[src/rtl/loader_pkg.sv]
// Shared types and sizing for the serial instruction loader.
package loader_pkg;

    localparam int unsigned BYTES_PER_WORD = 4;
    localparam int unsigned COUNT_WIDTH    = 16;

    typedef enum logic [2:0] {
        LEN_LO,
        LEN_HI,
        DATA,
        DONE,
        ERR
    } loader_state_t;

endpackage

[src/rtl/word_packer.sv]
// Packs accepted bytes little-endian into a word; word_full pulses with the last byte,
// while word already presents the completed value.
module word_packer
    import loader_pkg::*;
(
    input  logic                        clk,
    input  logic                        rst,
    input  logic                        clear,
    input  logic                        accept,
    input  logic [7:0]                  byte_in,
    output logic [8*BYTES_PER_WORD-1:0] word,
    output logic                        word_full
);

    localparam int unsigned LANE_W = $clog2(BYTES_PER_WORD);

    logic [LANE_W-1:0]           lane;
    logic [8*BYTES_PER_WORD-1:0] word_q;

    always_comb begin
        word                      = word_q;
        word[{lane, 3'b000} +: 8] = byte_in;
        word_full                 = accept && (lane == LANE_W'(BYTES_PER_WORD - 1));
    end

    // Lane counter wraps after the last byte, so the next word starts at [7:0].
    always_ff @(posedge clk) begin
        if (rst || clear) begin
            lane   <= '0;
            word_q <= '0;
        end else if (accept) begin
            word_q <= word;
            lane   <= lane + 1'b1;
        end
    end

endmodule

[src/rtl/instr_loader.sv]
// Serial boot loader: reads a 16-bit word count then that many little-endian words,
// writing them to instruction memory while holding the core in reset.
module instr_loader
    import loader_pkg::*;
#(
    parameter int unsigned              ADDRESS_WIDTH = 32,
    parameter int unsigned              DATA_WIDTH    = 32,
    parameter logic [ADDRESS_WIDTH-1:0] BASE_ADDR     = '0,
    parameter int unsigned              MAX_WORDS     = 1024
) (
    input  logic                     clk,
    input  logic                     rst,
    input  logic [7:0]               byte_in,
    input  logic                     byte_valid,
    output logic                     byte_ready,
    input  logic                     reload,
    output logic                     wr_en,
    output logic [ADDRESS_WIDTH-1:0] wr_addr,
    output logic [DATA_WIDTH-1:0]    wr_data,
    output logic                     cpu_rst,
    output logic                     done,
    output logic                     err
);

    loader_state_t                 state;
    logic [COUNT_WIDTH-1:0]        count;
    logic [COUNT_WIDTH-1:0]        index;
    logic [COUNT_WIDTH:0]          index_next;
    logic [COUNT_WIDTH-1:0]        len_full;
    logic                          accept;
    logic                          pack_clear;
    logic [8*BYTES_PER_WORD-1:0]   word;
    logic                          word_full;

    assign accept     = byte_valid && byte_ready;
    assign pack_clear = reload && ((state == DONE) || (state == ERR));
    assign len_full   = {byte_in, count[7:0]};
    assign index_next = (COUNT_WIDTH + 1)'(index) + (COUNT_WIDTH + 1)'(1);

    word_packer u_packer (
        .clk       (clk),
        .rst       (rst),
        .clear     (pack_clear),
        .accept    (accept && (state == DATA)),
        .byte_in   (byte_in),
        .word      (word),
        .word_full (word_full)
    );

    always_ff @(posedge clk) begin
        if (rst) begin
            state      <= LEN_LO;
            count      <= '0;
            index      <= '0;
            byte_ready <= 1'b1;
            wr_en      <= 1'b0;
            wr_addr    <= BASE_ADDR;
            wr_data    <= '0;
            cpu_rst    <= 1'b1;
            done       <= 1'b0;
            err        <= 1'b0;
        end else begin
            wr_en <= 1'b0;
            unique case (state)
                LEN_LO: begin
                    if (accept) begin
                        count[7:0] <= byte_in;
                        state      <= LEN_HI;
                    end
                end
                LEN_HI: begin
                    if (accept) begin
                        count <= len_full;
                        if (len_full == '0) begin
                            state      <= DONE;
                            done       <= 1'b1;
                            cpu_rst    <= 1'b0;
                            byte_ready <= 1'b0;
                        end else if (32'(len_full) > MAX_WORDS) begin
                            state      <= ERR;
                            err        <= 1'b1;
                            byte_ready <= 1'b0;
                        end else begin
                            state <= DATA;
                        end
                    end
                end
                DATA: begin
                    if (word_full) begin
                        wr_en   <= 1'b1;
                        wr_data <= DATA_WIDTH'(word);
                        wr_addr <= BASE_ADDR + ADDRESS_WIDTH'({index, 2'b00});
                        index   <= index_next[COUNT_WIDTH-1:0];
                        // The last word's write and the move to DONE share one edge.
                        if (index_next == {1'b0, count}) begin
                            state      <= DONE;
                            done       <= 1'b1;
                            cpu_rst    <= 1'b0;
                            byte_ready <= 1'b0;
                        end
                    end
                end
                DONE, ERR: begin
                    if (reload) begin
                        state      <= LEN_LO;
                        count      <= '0;
                        index      <= '0;
                        byte_ready <= 1'b1;
                        cpu_rst    <= 1'b1;
                        done       <= 1'b0;
                        err        <= 1'b0;
                    end
                end
                default: state <= LEN_LO;
            endcase
        end
    end

endmodule

[config.mk]
export PLATFORM = sky130hd
export DESIGN_NAME = instr_loader
export DESIGN_NICKNAME = d
export VERILOG_FILES = /design/src/rtl/loader_pkg.sv /design/src/rtl/word_packer.sv /design/src/rtl/instr_loader.sv
export SDC_FILE = /design/constraint.sdc
export NUM_CORES = 1
export LEC_CHECK = 0
export CAP_MARGIN = 5
export CORE_MARGIN = 5
export CORE_UTILIZATION = 58
export CTS_CLUSTER_DIAMETER = 200
export DETAILED_ROUTE_END_ITERATION = 8
export GPL_TIMING_DRIVEN = 0
export HOLD_SLACK_MARGIN = 0.03
export PLACE_DENSITY = 0.91
export SYNTH_ARGS = -nofsm -noshare
export SYNTH_HDL_FRONTEND = slang
export SYNTH_SLANG_ARGS = --single-unit
[constraint.sdc]
create_clock -name clk -period 4 [get_ports clk]
set_clock_uncertainty 0.1 [all_clocks]
set_input_delay 0.4 -clock clk [delete_from_list [all_inputs] [get_ports clk]]
set_output_delay 0.4 -clock clk [all_outputs]
set_load 0.03 [all_outputs]
# Yosys cells after proc, flatten, opt, wreduce, memory -nomap -nowiden
# Cells that the tools add are included.
op_classes:
  add_sub_neg: 3
  order_cmp: 1
  eq_ne: 15
  shift: 2
  n_mux: 37
  n_bitwise: 2
  n_reduce_logical: 22
op_table:
  columns: ["op", "n"]
  rows:
  - ["$mux W16", 3]
  - ["$bwmux W32", 1]
  - ["$pmux W16 S2", 1]
  - ["$shift A8 B7 Y32 const A", 1]
  - ["$shiftx A8 B7 Y32", 1]
  - ["$pmux W8 S3", 1]
  - ["$mux W3", 7]
  - ["$add A16 B1 Y17 const B", 1]
  - ["$eq A17 B16 Y1", 1]
  - ["$mux W1", 17]
  - ["$gt A16 B11 Y1 const B", 1]
  - ["$logic_not A16 Y1", 1]
  - ["$pmux W8 S2", 1]
  - ["$ne A2 B2 Y1 const B", 6]
  - ["$pmux W3 S4", 1]
  - ["$reduce_and A6 Y1", 2]
  - ["$reduce_and A5 Y1", 2]
  - ["$pmux W1 S3", 3]
  - ["$mux W8", 1]
  - ["$neg A5 Y7", 1]
  - ["$eq A3 B2 Y1 const B", 2]
  - ["$reduce_and A3 Y1", 2]
  - ["$reduce_bool A2 Y1", 3]
  - ["$logic_and A1 B1 Y1", 4]
  - ["other kinds (14)", 18]
totals:
  reg_bits: 122
  out_inout_bits: 69
  elab_cells: 95

# Depth between registers and ports, before layout
logic_depth:
  depth_word: 5
  depth_mapped: 8
  depth_no_buf: 8

# Cells and area by module
# From an unflattened synthesis, not the netlist that was laid out.
hier_totals:
  cells_unflattened: 735
  area_unflattened_um2: 5900.7
modules_own_cells:
  columns: ["mod", "instances", "cells_per_inst", "area_each_um2", "seq_area_each_um2"]
  rows:
  - ["instr_loader", 1, 535, 4146.5, 1761.7]
  - ["word_packer", 1, 200, 1754.2, 680.7]

# Worst setup path after synthesis
# OpenSTA, ideal clock, no wires.
synth_path:
  path_kind: "register to register"
  startpoint: "register index[0]"
  endpoint: "register byte_ready"
  setup_ns: 0.120
  arrival_ns: 2.346
  required_ns: 3.780
  slack_ns: 1.434
  path_stages_with_launch: 9
  cell_sequence: "dfxtp_1 ha_1 nand4_1 nor3b_1 o2111ai_1 or4_4 nor4_4 nor2_1 a211o_1"
synth_between:
  elab_chain_cells: 4
synth_lines:
  columns: ["element", "line_no", "source"]
  rows:
  - ["start: declaration", "instr_loader.sv:27", "logic [COUNT_WIDTH-1:0] index;"]
  - ["start signal: assignment", "instr_loader.sv:93", "index <= index_next[COUNT_WIDTH-1:0];"]
  - ["$add A16 B1 Y17", "instr_loader.sv:38", "assign index_next = (COUNT_WIDTH + 1)'(index) + (COUNT_WIDTH + 1)'(1);"]
  - ["$eq A17 B16 Y1", "instr_loader.sv:95", "if (index_next == {1'b0, count}) begin"]
  - ["$ne A2 B1 Y1 (no source line)", null, null]
  - ["$reduce_and A6 Y1 (no source line)", null, null]
  - ["end signal: assignment", "instr_loader.sv:55", "byte_ready <= 1'b1;"]
  - ["end signal: assignment", "instr_loader.sv:99", "byte_ready <= 1'b0;"]
  - ["end signal: assignment", "instr_loader.sv:108", "byte_ready <= 1'b1;"]
  - ["end: declaration", "instr_loader.sv:15", "output logic byte_ready,"]
# No other way between the ends.
# A chain may end at the register's enable or synchronous reset.

# Final worst setup path
# Same ends and word-level chain as after synthesis.

==> out/qor.yml <==
floorplanning:
  die_w_um: 106
  start_util: 0.601
  io_pins: 81
  dieArea_mm2: 0.0111
  core_area_mm2: 0.00881
  rows: 34
  die_h_um: 106
worst_setup_path:
  start_kind: "register"
  critPathTopFamily: "simple AND/OR/NAND/NOR gates"
  critPathKind: "reg -> reg"
  worstSetupPathDepth: 8
  crit_path_max_fanout: 8
  max_stage_delay_ns: 0.54
  critPathArrivalTime_ns: 3.38
  crit_chain: "ha_1, nand4_1, nor3b_1, o2111ai_1, or4_4, nor4_4, nor2_1, a211o_1"
  crit_buf_inv: 0
  worstPathRequired_ns: 4.30
  crit_path_end_kind: "register"
  slowest_stage: "or4_4"
  reg2regPathDepth: 8
clocking:
  clock_latency_ns: 0.51
  cts_tree: "yes"
  cts_num_sinks: 114
  clk_pin_slew_ns: 0.06
  htreeDepth: 4
  cts_buffers: 17
  cts_root_buf: "clkbuf_8"
  ctsResizeCount: 0
  cts_buffer_depth: 2
  ctsHoldBuffers: 0
  post-cts-setup-buffer-count: 0
yosys:
  async_flop_share: 0
  avgSynthCellArea_um2: 8.03
  ys_seq_area_frac: 0.431
  synth-compound-area-share: 0.219
  ys_ff_latch: 114
  synth_mux_area_frac: 0.00189
  synth_top_family_by_area: "simple AND/OR/NAND/NOR gates"
  synth_warnings: 0
  synth-edff-count: 0
  yosys.area_share.simple: 0.230
  synthCells: 659
  syn_area_mm2: 0.00529
  yosys.cell_types.count: 51
  synthAdderAreaFrac: 0.0142
  ys.flop_type: "dfxtp_1"
  yosys.area_share.xor_xnor: 0.0364
route:
  routed_wl_um: 15700
  drtPass1Iterations: 5
  ant_nets: 0
  wire_per_inst_um: 18.0
  vias: 5311
  via_per_inst: 6.09
  route.detailed.drc: 0
  drtIter0Drc: 252
min_path:
  holdPathStages: 3
  hp-class: "in -> reg"
pwr:
  p_leak_nw: 2.36
  finalPower_mw: 3.09
  power_density_mw_per_mm2: 465
  ir_drop_uv: 334
grt:
  grt_pass1_vias: 5236
  grt_pass1_wl_um: 25300
  grt_max_degree: 17
  gr-total-overflow: 0
  antenna_found_initial: 0
  grt_usage: 0.280
layout:
  antenna_cells: 0
  final_common_cell: "dfxtp_1"
  drive_above_1_share: 0.0694
  fin_area_mm2: 0.00663
  nets: 769
  most-common-layout-cells: "dfxtp_1 (114), nor2_1 (92), a21oi_1 (77)"
  syn_to_final_growth_pct: 25.3
sta:
  final_max_slew_viol_count: 0
  clock.fmax_mhz: 325
  fin_setup_tns_ns: 0
  relSlewSlack: 0.412
  rsz0062_at_grt: "no"
  setup_viol: 0
  tightest_slew_ns: 0.876
  hold_viol_final: 0
  layout_min_cycle_time_ns: 3.08
  finalCritPeriodShare: 0.770
outcome:
  outcome: "complete, no violations"
flow_run:
  cap_violations: 0
placed_design:
  gp_congestion: 0.936
  port_buffers: 58
  hpwl_um: 10900
  dpl-instance-area_mm2: 0.00607
## through the flow
stage | util | std cells | hold WS [ns] | setup WS (ns)
floorplan | - | 674 | 0.341 | 1.43
global placement | 0.689 | 840 | 0.331 | 0.904
detailed placement | 0.689 | 840 | 0.342 | 0.893
CTS | 0.753 | 872 | 0.244 | 0.925
global route | 0.753 | 872 | 0.292 | 0.704
finish | 0.753 | 872 | 0.284 | 0.919
## flip-flops by register name (all words and copies together), names as in the netlist
name	flops
index	16
wr_addr	16
byte_ready	1
count	16
err	1
done	1
state	3
cpu_rst	1
wr_data	32
u_packer.lane	2
u_packer.word_q	24
wr_en	1
## power breakdown
group / internal, mW / switching, mW
logic: 0.146 / 0.262
registers: 1.18 / 0.0429
clock network: 0.941 / 0.514
total: 2.27 / 0.819
## cells by family after synthesis
family,after synthesis
xor+xnor,22
simple gates,256
flops,114
buf+inv,75
compound gates,184
fa+ha+maj,6
mux,1
other cells,1
## synthesized netlist by cell type, drive strengths merged, types with 2 or more instances
cell    count  area [um^2]
ha          6         75.1
inv         8         30.0
a22oi      10         75.1
a31oi       5         31.3
nor2       92          345
nor2b      27          169
nor3       10         50.1
clkbuf     42          158
and3        4         25.0
buf        25          164
a211oi     55          413
or4         3         26.3
nor3b       4         35.0
and2        4         25.0
xnor2      13          114
a22o        5         43.8
a21oi      77          385
o21ai      17         85.1
nand3      18         90.1
xor2        9         78.8
nand2b      4         25.0
a21o        3         22.5
nand2      64          240
nand3b      4         30.0
dfxtp     114         2280
nor4        8         65.1
or3         4         25.0
or2         2         12.5
nand4       6         37.5
## per-layer routing
layer,up-vias,global-route usage,share of wire
li1,2468,-,-
met3,61,0.0587,0.078
met1,2482,0.316,0.38
met4,0,0.144,0.042
met5,-,0,0
met2,300,0.496,0.50
## worst min-delay path, delay by kind of cell
kind | cells | cell delay (ns)
AND/OR/NAND/NOR | 1 | 0.14
buffers and inverters | 1 | 0.24
AO/OA/AOI/OAI | 1 | 0.06
## layout make-up
cell class | instances | area [um^2]
Timing Repair Buffer | 58 | 581
Buffer | 67 | 322
Clock inverter | 11 | 138
Fill cell | 631 | 2170
Tap cell | 108 | 135
Sequential cell | 114 | 2280
Inverter | 8 | 30.0
Multi-Input combinational cell | 485 | 2720
Clock buffer | 21 | 429
## final timing paths
check                           slack [ns]  startpoint    endpoint
worst max-delay path                  0.92    index[0]  byte_ready
worst min register to register        0.35     cpu_rst     cpu_rst
worst min-delay path                  0.28  byte_in[5]   count[13]
worst max register to register        0.92    index[0]  byte_ready
Power figures use the tool's default switching activity.
